`src/rtl/mem_arb_pkg.sv`:
```
// Shared types and defaults for the two-port memory arbiter.
// Holds the port enum, pending-response record and address map defaults.
package mem_arb_pkg;

  localparam logic [31:0] DEF_BASEADDR  = 32'h0100_0000;
  localparam logic [31:0] DEF_MEM_BYTES = 32'h0010_0000;

  typedef enum logic [1:0] {
    PORT_NONE,
    PORT_I,
    PORT_D
  } port_e;

  typedef struct packed {
    port_e port;
    logic  err;
    logic  we;
  } pend_t;

endpackage

```
`src/rtl/mem_addr_check.sv`:
```
// Range and word-alignment check for one request address.
// Ports: i_addr (byte address) -> o_err (1 = outside window or misaligned).
module mem_addr_check
  import mem_arb_pkg::*;
#(
  parameter int unsigned       AWIDTH    = 32,
  parameter logic [AWIDTH-1:0] BASEADDR  = AWIDTH'(DEF_BASEADDR),
  parameter logic [AWIDTH-1:0] MEM_BYTES = AWIDTH'(DEF_MEM_BYTES)
) (
  input  logic [AWIDTH-1:0] i_addr,
  output logic              o_err
);

  logic [AWIDTH-1:0] w_off;
  logic              w_below;
  logic              w_above;
  logic              w_misal;

  // Below-base addresses wrap in w_off, so w_below must be checked apart.
  assign w_off   = i_addr - BASEADDR;
  assign w_below = i_addr < BASEADDR;
  assign w_above = w_off >= MEM_BYTES;
  assign w_misal = i_addr[1:0] != 2'b00;
  assign o_err   = w_below | w_above | w_misal;

endmodule

```
`src/rtl/mem_arbiter.sv`:
```
// Arbitrates a fetch port and a data port onto one single-cycle memory.
// Ports: clk/rst (sync, active-low); fetch i_req_*/i_rsp_*/i_flush;
//   data d_req_*/d_rsp_*; memory mem_addr_o/mem_data_o/mem_*_en_o/mem_data_i.
module mem_arbiter
  import mem_arb_pkg::*;
#(
  parameter int unsigned       AWIDTH      = 32,
  parameter int unsigned       DWIDTH      = 32,
  parameter logic [AWIDTH-1:0] BASEADDR    = AWIDTH'(DEF_BASEADDR),
  parameter logic [AWIDTH-1:0] MEM_BYTES   = AWIDTH'(DEF_MEM_BYTES),
  parameter int unsigned       MAX_DSTREAK = 4
) (
  input  logic              clk,
  input  logic              rst,
  input  logic              i_req_valid,
  input  logic [AWIDTH-1:0] i_req_addr,
  output logic              i_req_ready,
  input  logic              i_flush,
  output logic              i_rsp_valid,
  output logic [DWIDTH-1:0] i_rsp_data,
  output logic              i_rsp_err,
  input  logic              d_req_valid,
  input  logic              d_req_we,
  input  logic [AWIDTH-1:0] d_req_addr,
  input  logic [DWIDTH-1:0] d_req_wdata,
  output logic              d_req_ready,
  output logic              d_rsp_valid,
  output logic [DWIDTH-1:0] d_rsp_data,
  output logic              d_rsp_err,
  output logic [AWIDTH-1:0] mem_addr_o,
  output logic [DWIDTH-1:0] mem_data_o,
  output logic              mem_read_en_o,
  output logic              mem_write_en_o,
  input  logic [DWIDTH-1:0] mem_data_i
);

  localparam int unsigned SW = $clog2(MAX_DSTREAK + 1);
  localparam logic [SW-1:0] SMAX = SW'(MAX_DSTREAK);

  pend_t         r_pend;
  logic [SW-1:0] r_dstreak;
  logic [SW-1:0] w_streak_nxt;

  logic w_i_err;
  logic w_d_err;
  logic w_i_cand;
  logic w_grant_i;
  logic w_grant_d;
  logic w_acc;
  logic w_acc_err;
  logic w_acc_we;
  logic w_i_rv;
  logic w_d_rv;
  logic w_rd_ok;

  mem_addr_check #(
    .AWIDTH   (AWIDTH),
    .BASEADDR (BASEADDR),
    .MEM_BYTES(MEM_BYTES)
  ) u_i_chk (
    .i_addr(i_req_addr),
    .o_err (w_i_err)
  );

  mem_addr_check #(
    .AWIDTH   (AWIDTH),
    .BASEADDR (BASEADDR),
    .MEM_BYTES(MEM_BYTES)
  ) u_d_chk (
    .i_addr(d_req_addr),
    .o_err (w_d_err)
  );

  // A flush cycle cannot accept a fetch, so data wins whenever present.
  assign w_i_cand  = i_req_valid && !i_flush;
  assign w_grant_d = rst && d_req_valid &&
                     (!w_i_cand || r_dstreak != SMAX);
  assign w_grant_i = rst && w_i_cand && !w_grant_d;
  assign w_acc     = w_grant_i || w_grant_d;

  assign i_req_ready = w_grant_i;
  assign d_req_ready = w_grant_d;

  assign w_acc_err = w_grant_d ? w_d_err : w_i_err;
  assign w_acc_we  = w_grant_d && d_req_we;

  assign mem_addr_o = w_grant_d ? d_req_addr :
                      w_grant_i ? i_req_addr : '0;
  assign mem_read_en_o  = w_acc && !w_acc_err && !w_acc_we;
  assign mem_write_en_o = w_grant_d && !w_d_err && d_req_we;
  assign mem_data_o     = mem_write_en_o ? d_req_wdata : '0;

  always_comb begin
    w_streak_nxt = r_dstreak;
    if (w_grant_i || !i_req_valid) begin
      w_streak_nxt = '0;
    end else if (w_grant_d && r_dstreak != SMAX) begin
      w_streak_nxt = r_dstreak + SW'(1);
    end
  end

  always_ff @(posedge clk) begin
    if (!rst) begin
      r_dstreak <= '0;
      r_pend    <= '{port: PORT_NONE, err: 1'b0, we: 1'b0};
    end else begin
      r_dstreak   <= w_streak_nxt;
      r_pend.port <= w_grant_d ? PORT_D :
                     w_grant_i ? PORT_I : PORT_NONE;
      r_pend.err  <= w_acc && w_acc_err;
      r_pend.we   <= w_acc_we;
    end
  end

  // rst gates the responses so an accept just before reset never answers.
  assign w_i_rv  = rst && r_pend.port == PORT_I && !i_flush;
  assign w_d_rv  = rst && r_pend.port == PORT_D;
  assign w_rd_ok = !r_pend.err && !r_pend.we;

  assign i_rsp_valid = w_i_rv;
  assign i_rsp_err   = w_i_rv && r_pend.err;
  assign i_rsp_data  = (w_i_rv && w_rd_ok) ? mem_data_i : '0;

  assign d_rsp_valid = w_d_rv;
  assign d_rsp_err   = w_d_rv && r_pend.err;
  assign d_rsp_data  = (w_d_rv && w_rd_ok) ? mem_data_i : '0;

endmodule

```
`config.mk`:
```
export PLATFORM = sky130hd
export DESIGN_NAME = mem_arbiter
export DESIGN_NICKNAME = d
export VERILOG_FILES = /design/src/rtl/mem_arb_pkg.sv /design/src/rtl/mem_addr_check.sv /design/src/rtl/mem_arbiter.sv
export SDC_FILE = /design/constraint.sdc
export NUM_CORES = 1
export LEC_CHECK = 0
export BUFFER_PORTS_ARGS = -buffer_cell sky130_fd_sc_hd__buf_4
export CAP_MARGIN = 25
export CORE_AREA = 2 2 106 108
export DETAILED_ROUTE_END_ITERATION = 7
export DIE_AREA = 0 0 108 110
export PLACE_DENSITY = 0.51
export SKIP_CTS_REPAIR_TIMING = 1
export SLEW_MARGIN = 30
export SYNTH_ARGS = -nofsm -noshare
export SYNTH_HDL_FRONTEND = slang
export SYNTH_HIERARCHICAL = 1
export SYNTH_SLANG_ARGS = --single-unit
```
`constraint.sdc`:
```
create_clock -name clk -period 1.7 [get_ports clk]
set_input_delay 0.085 -clock clk [delete_from_list [all_inputs] [get_ports clk]]
set_output_delay 0.085 -clock clk [all_outputs]
set_load 0.1 [all_outputs]
```
Word level (Yosys, flattened, before mapping)
Cells that the tools add are included.
{"block": "totals", "in_bits": 134, "register_bits": 7}
{"block": "classes", "n_lt_le_gt_ge": 4, "n_reduce_logical": 36, "add_sub_neg": 3, "bitwise": 5, "muxes": 8, "eq_ne": 3}
{"cell": "32-bit 2-to-1 mux", "count": 5}
{"cell": "32-bit by 21-bit >= comparator with 1-bit output, second input constant", "count": 2}
{"cell": "32-bit by 25-bit less-than comparator with 1-bit output, second input constant", "count": 2}
{"cell": "32-bit by 25-bit subtractor with 32-bit output, second input constant", "count": 2}
{"cell": "1-bit logical AND", "count": 20}
{"cell": "1-bit logical NOT", "count": 9}
{"cell": "1-bit OR", "count": 4}
{"cell": "2-bit nonzero test", "count": 2}
{"cell": "2-bit OR reduction", "count": 2}
{"cell": "3-bit by 1-bit adder with 3-bit output, second input constant", "count": 1}
{"cell": "1-bit logical OR", "count": 3}
{"cell": "3-bit inequality test, second input constant", "count": 1}
{"cell": "2-bit by 1-bit == test with 1-bit output, second input constant", "count": 1}
{"cell": "2-bit == test, second input constant", "count": 1}
{"cell": "1-bit 2-to-1 mux", "count": 2}
{"cell": "2-bit 2-to-1 mux", "count": 1}
{"cell": "1-bit inverter", "count": 1}

Longest topological paths before layout
{"block": "logic_depth", "word_depth": 10, "mapped_depth": 7, "ltp_nobuf": 5}

Cells and area by module
The synthesis kept the hierarchy.
{"module": "mem_arbiter", "seq_area_each_um2": 140.1, "area_per_inst_um2": 1436.4, "cells_each": 195, "instances": 1}
{"module": "mem_addr_check", "seq_area_each_um2": 0.0, "area_per_inst_um2": 50.0, "cells_each": 5, "instances": 2}

Worst setup path after synthesis
No wires, ideal clock.
{"block": "synth_timing", "kind": "flip-flop to output port", "startpoint": "register r_dstreak[0]", "endpoint": "output port mem_addr_o[25]", "path_buffers": 2, "setup_slack_ps": -943, "stages_incl_launch_ff": 8, "arrival_time_ps": 2558, "required_ps": 1615, "path_cell_list": "dfxtp_1 -> inv_1 -> ha_1 -> and2_1 -> buf_6 -> a21oi_2 -> buf_2 -> a22o_1"}
{"block": "synth_between", "elab_chain_cells": 7}
{"item": "start: declaration", "line": "mem_arbiter.sv:41", "rtl": "logic [SW-1:0] r_dstreak;"}
{"item": "start signal: assignment", "line": "mem_arbiter.sv:107", "rtl": "r_dstreak <= w_streak_nxt;"}
{"item": "3-bit inequality test *", "line": "mem_arbiter.sv:77", "rtl": "(!w_i_cand || r_dstreak != SMAX);"}
{"item": "1-bit logical OR *", "line": "mem_arbiter.sv:77"}
{"item": "1-bit logical AND *", "line": "mem_arbiter.sv:76", "rtl": "assign w_grant_d = rst && d_req_valid &&"}
{"item": "via d_req_ready", "line": "mem_arbiter.sv:26", "rtl": "output logic d_req_ready,"}
{"item": "1-bit logical NOT", "line": "mem_arbiter.sv:78", "rtl": "assign w_grant_i = rst && w_i_cand && !w_grant_d;"}
{"item": "1-bit logical AND", "line": "mem_arbiter.sv:78"}
{"item": "32-bit 2-to-1 mux", "line": "mem_arbiter.sv:88", "rtl": "w_grant_i ? i_req_addr : '0;"}
{"item": "32-bit 2-to-1 mux *", "line": "mem_arbiter.sv:87", "rtl": "assign mem_addr_o = w_grant_d ? d_req_addr :"}
{"item": "end: declaration", "line": "mem_arbiter.sv:30", "rtl": "output logic [AWIDTH-1:0] mem_addr_o,"}
The timed path passes the listed nets; every way through them passes the cells marked *.

Worst setup path in the final report
{"block": "layout_timing", "startpoint": "register r_dstreak[0]", "endpoint": "output port mem_data_o[0]"}
{"block": "layout_between", "elab_chain_cells": 6}
{"item": "3-bit inequality test", "line": "mem_arbiter.sv:77"}
{"item": "1-bit logical OR", "line": "mem_arbiter.sv:77"}
{"item": "1-bit logical AND", "line": "mem_arbiter.sv:76"}
{"item": "1-bit logical AND (2 in series)", "line": "mem_arbiter.sv:90", "rtl": "assign mem_write_en_o = w_grant_d && !w_d_err && d_req_we;"}
{"item": "32-bit 2-to-1 mux", "line": "mem_arbiter.sv:91", "rtl": "assign mem_data_o = mem_write_en_o ? d_req_wdata : '0;"}
{"item": "end: declaration", "line": "mem_arbiter.sv:31", "rtl": "output logic [DWIDTH-1:0] mem_data_o,"}
No other way between the ends.

==> run metrics <==
CP Launch Type flip-flop; routed len/inst 16.76 um; first-pass GRT wire length 12210 um; Clock Pin Slew Worst Setup and Hold Paths 40 ps; Tcrit/Tclk final 115.3%; htree depth 1; Power Dens Cells 265.5 mW/mm^2; Slew Viols, Final 0; largest net degree at the start of global routing 34; Clock Skew 1.143 ps; Synth Register Bits 7; most common cell in the netlist and2_1; CTS tree done; area delta synth->final 292.3%; initial antenna violation count 0; failing checks negative setup slack; final hold vios 0; Core ar. 0.01070 mm^2; Final nets 635; Synth area leaders and2_1, a22o_1, dfxtp_1; Worst-Skew Late Latency 230 ps; Commonest cells post-synth and2_1, a22o_1, and2_2; I/O Pins 270; first drt pass iteration count 4; critical path fanouts, max 33; min-delay worst type input port to flip-flop; Rel. slew slack 77.03%; hold slack 96.76 ps; DRT Wirelength 10690 um; CTS max path bufs 2; EDFF count, synth 0; Post-Syn Instances 205; share of the synthesized area in the top cell type 35.02%; layout cell share with drive strength beyond 1 93.37%; Root Driver clkbuf_8; dpl hpwl 7483 um; Most used DFF post-synth dfxtp_1; syn_nets 341; status finished, violations left; required time of the critical path 1620 ps; vias in the first global route 2500; DRT iter0 DRCs 122; Finished Cell Area 0.006027 mm^2; CP Class flip-flop to primary output; Critical Path End Type primary output; GRT Overall Usage 12.83%; Max Clk Rate 0.5101 GHz; remaining antenna violation count 0; CP arrival 1880 ps; YS warnings 6; Avg Cell Area, Syn 7.495 um^2; clk sink count 7; worst-margin pin slew 343.8 ps; RSZ-0062 raised after global routing yes; Final Critical Period 1960 ps; grt ovf 0; Antenna Cells 0; DIE AREA 0.01188 mm^2; Async S/R FF share, synth 0%; Mapped Area 0.001536 mm^2; vias per cell 4.276; P_leak 2.781 nW; Max-Cap Viols 0; worst vdd ir 205.0 uV; Port Buffers 269; final worst setup slack -260.3 ps; via count 2728; Num CTS Buffers 3; final setup vio count 130; Die Wd 108 um; GP Congestion 0.7536; row cnt 38; dpl cell area 0.004370 mm^2; post-synth cell types 33; Die H 110 um; leading area contributor after synthesis and2_1; Post-route DRC 0; Seq/Total Area, Yosys 9.121%; Starting Density 14.36%
-- cells in the final DEF, fill, tap and decap left out, types with 2 or more instances in the layout --
master     synthesis  routed
buf_4              0     164
buf_12             0     113
and2_4             0      61
and2_2            12      36
a22o_4             0      28
buf_6              4      24
nor2_2             0       4
a22o_2             0       4
dfxtp_1            7       4
nor4_2             4       4
inv_1              5       3
nand2_1            3       3
a21oi_1            3       3
nand4_1            3       3
clkbuf_8           0       3
buf_8              0       3
dfxtp_2            0       3
inv_2              0       2
nand2b_1           2       2
or3b_4             0       2
nor2_4             0       2
a2111oi_4          1       2
nor3_1             2       2
o211ai_1           2       2
o21ai_0            2       2
clkbuf_16          0       2
nor2_1             8       2
nor4b_2            2       2
-- per-stage QoR --
| stage | util, % | setup TNS [ps] | power [mW] | worst slack [ps] | instances |
|---|---|---|---|---|---|
| floorplan | - | -6136 | 0.7902 | -221.9 | 205 |
| global placement | 40.85 | -6220 | 1.213 | -194.5 | 630 |
| CTS | 41.27 | -28490 | 1.458 | -332.8 | 634 |
| finish | 56.34 | -14960 | 1.600 | -260.3 | 638 |
| detailed placement | 40.85 | -6744 | 1.217 | -214.5 | 630 |
| global route | 56.34 | -22830 | 1.660 | -321.9 | 638 |
-- layer usage --
metal	vias up	routed length, um	share of wire, %	GRT usage [%]
met5	-	0	0	0
met1	1257	3572	33	13.27
met2	165	5927	55	26.19
li1	1297	-	-	-
met3	9	1047	9.8	2.939
met4	0	148	1.4	2.473
-- flip-flops by register name (all words and copies together), names as in the netlist --
signal     flops
r_dstreak      3
r_pend         4
-- area by class of cell --
cell class,instances,area (um^2)
Fill cell,859,4671
Timing Repair Buffer,306,3859
Multi-Input combinational cell,176,1785
Tap cell,140,175.2
Sequential cell,7,143.9
Clock buffer,4,45.04
Inverter,5,18.77
-- cell families after synthesis --
group,count (synthesis),synth area share [%]
AOI/OAI and AO/OA,45,25.24
adders and majority gates,2,1.628
muxes,1,0.6515
DFF,7,9.120
buffers and inverters,22,8.305
and+or+nand+nor,128,55.05
-- worst max-delay path: stages, from the launching register on --
cell and delay [ps]:
dfxtp_2 330, inv_2 40, ha_4 160, and2_4 160, a2111oi_4 340, buf_12 220
and2_2 200, buf_12 180
-- power by group --
| group | internal, mW | switching [mW] |
|---|---|---|
| Combinational | 0.513 | 0.675 |
| Sequential | 0.171 | 0.00263 |
| Clock | 0.163 | 0.0754 |
-- path summary, 6_finish.rpt --
kind,from,endpoint,slack (ps),depth (start not counted)
hold reg to reg,r_dstreak[2]$_SDFFE_PP0P_,r_dstreak[2]$_SDFFE_PP0P_,590,2
hold / removal,d_req_we,r_pend[0]$_SDFF_PN0_,100,2
setup reg to reg,r_dstreak[0]$_SDFFE_PP0P_,r_dstreak[0]$_SDFFE_PP0P_,250,6
setup / recovery,r_dstreak[0]$_SDFFE_PP0P_,mem_data_o[0],-260,7
(Power assumes the default switching activity.)
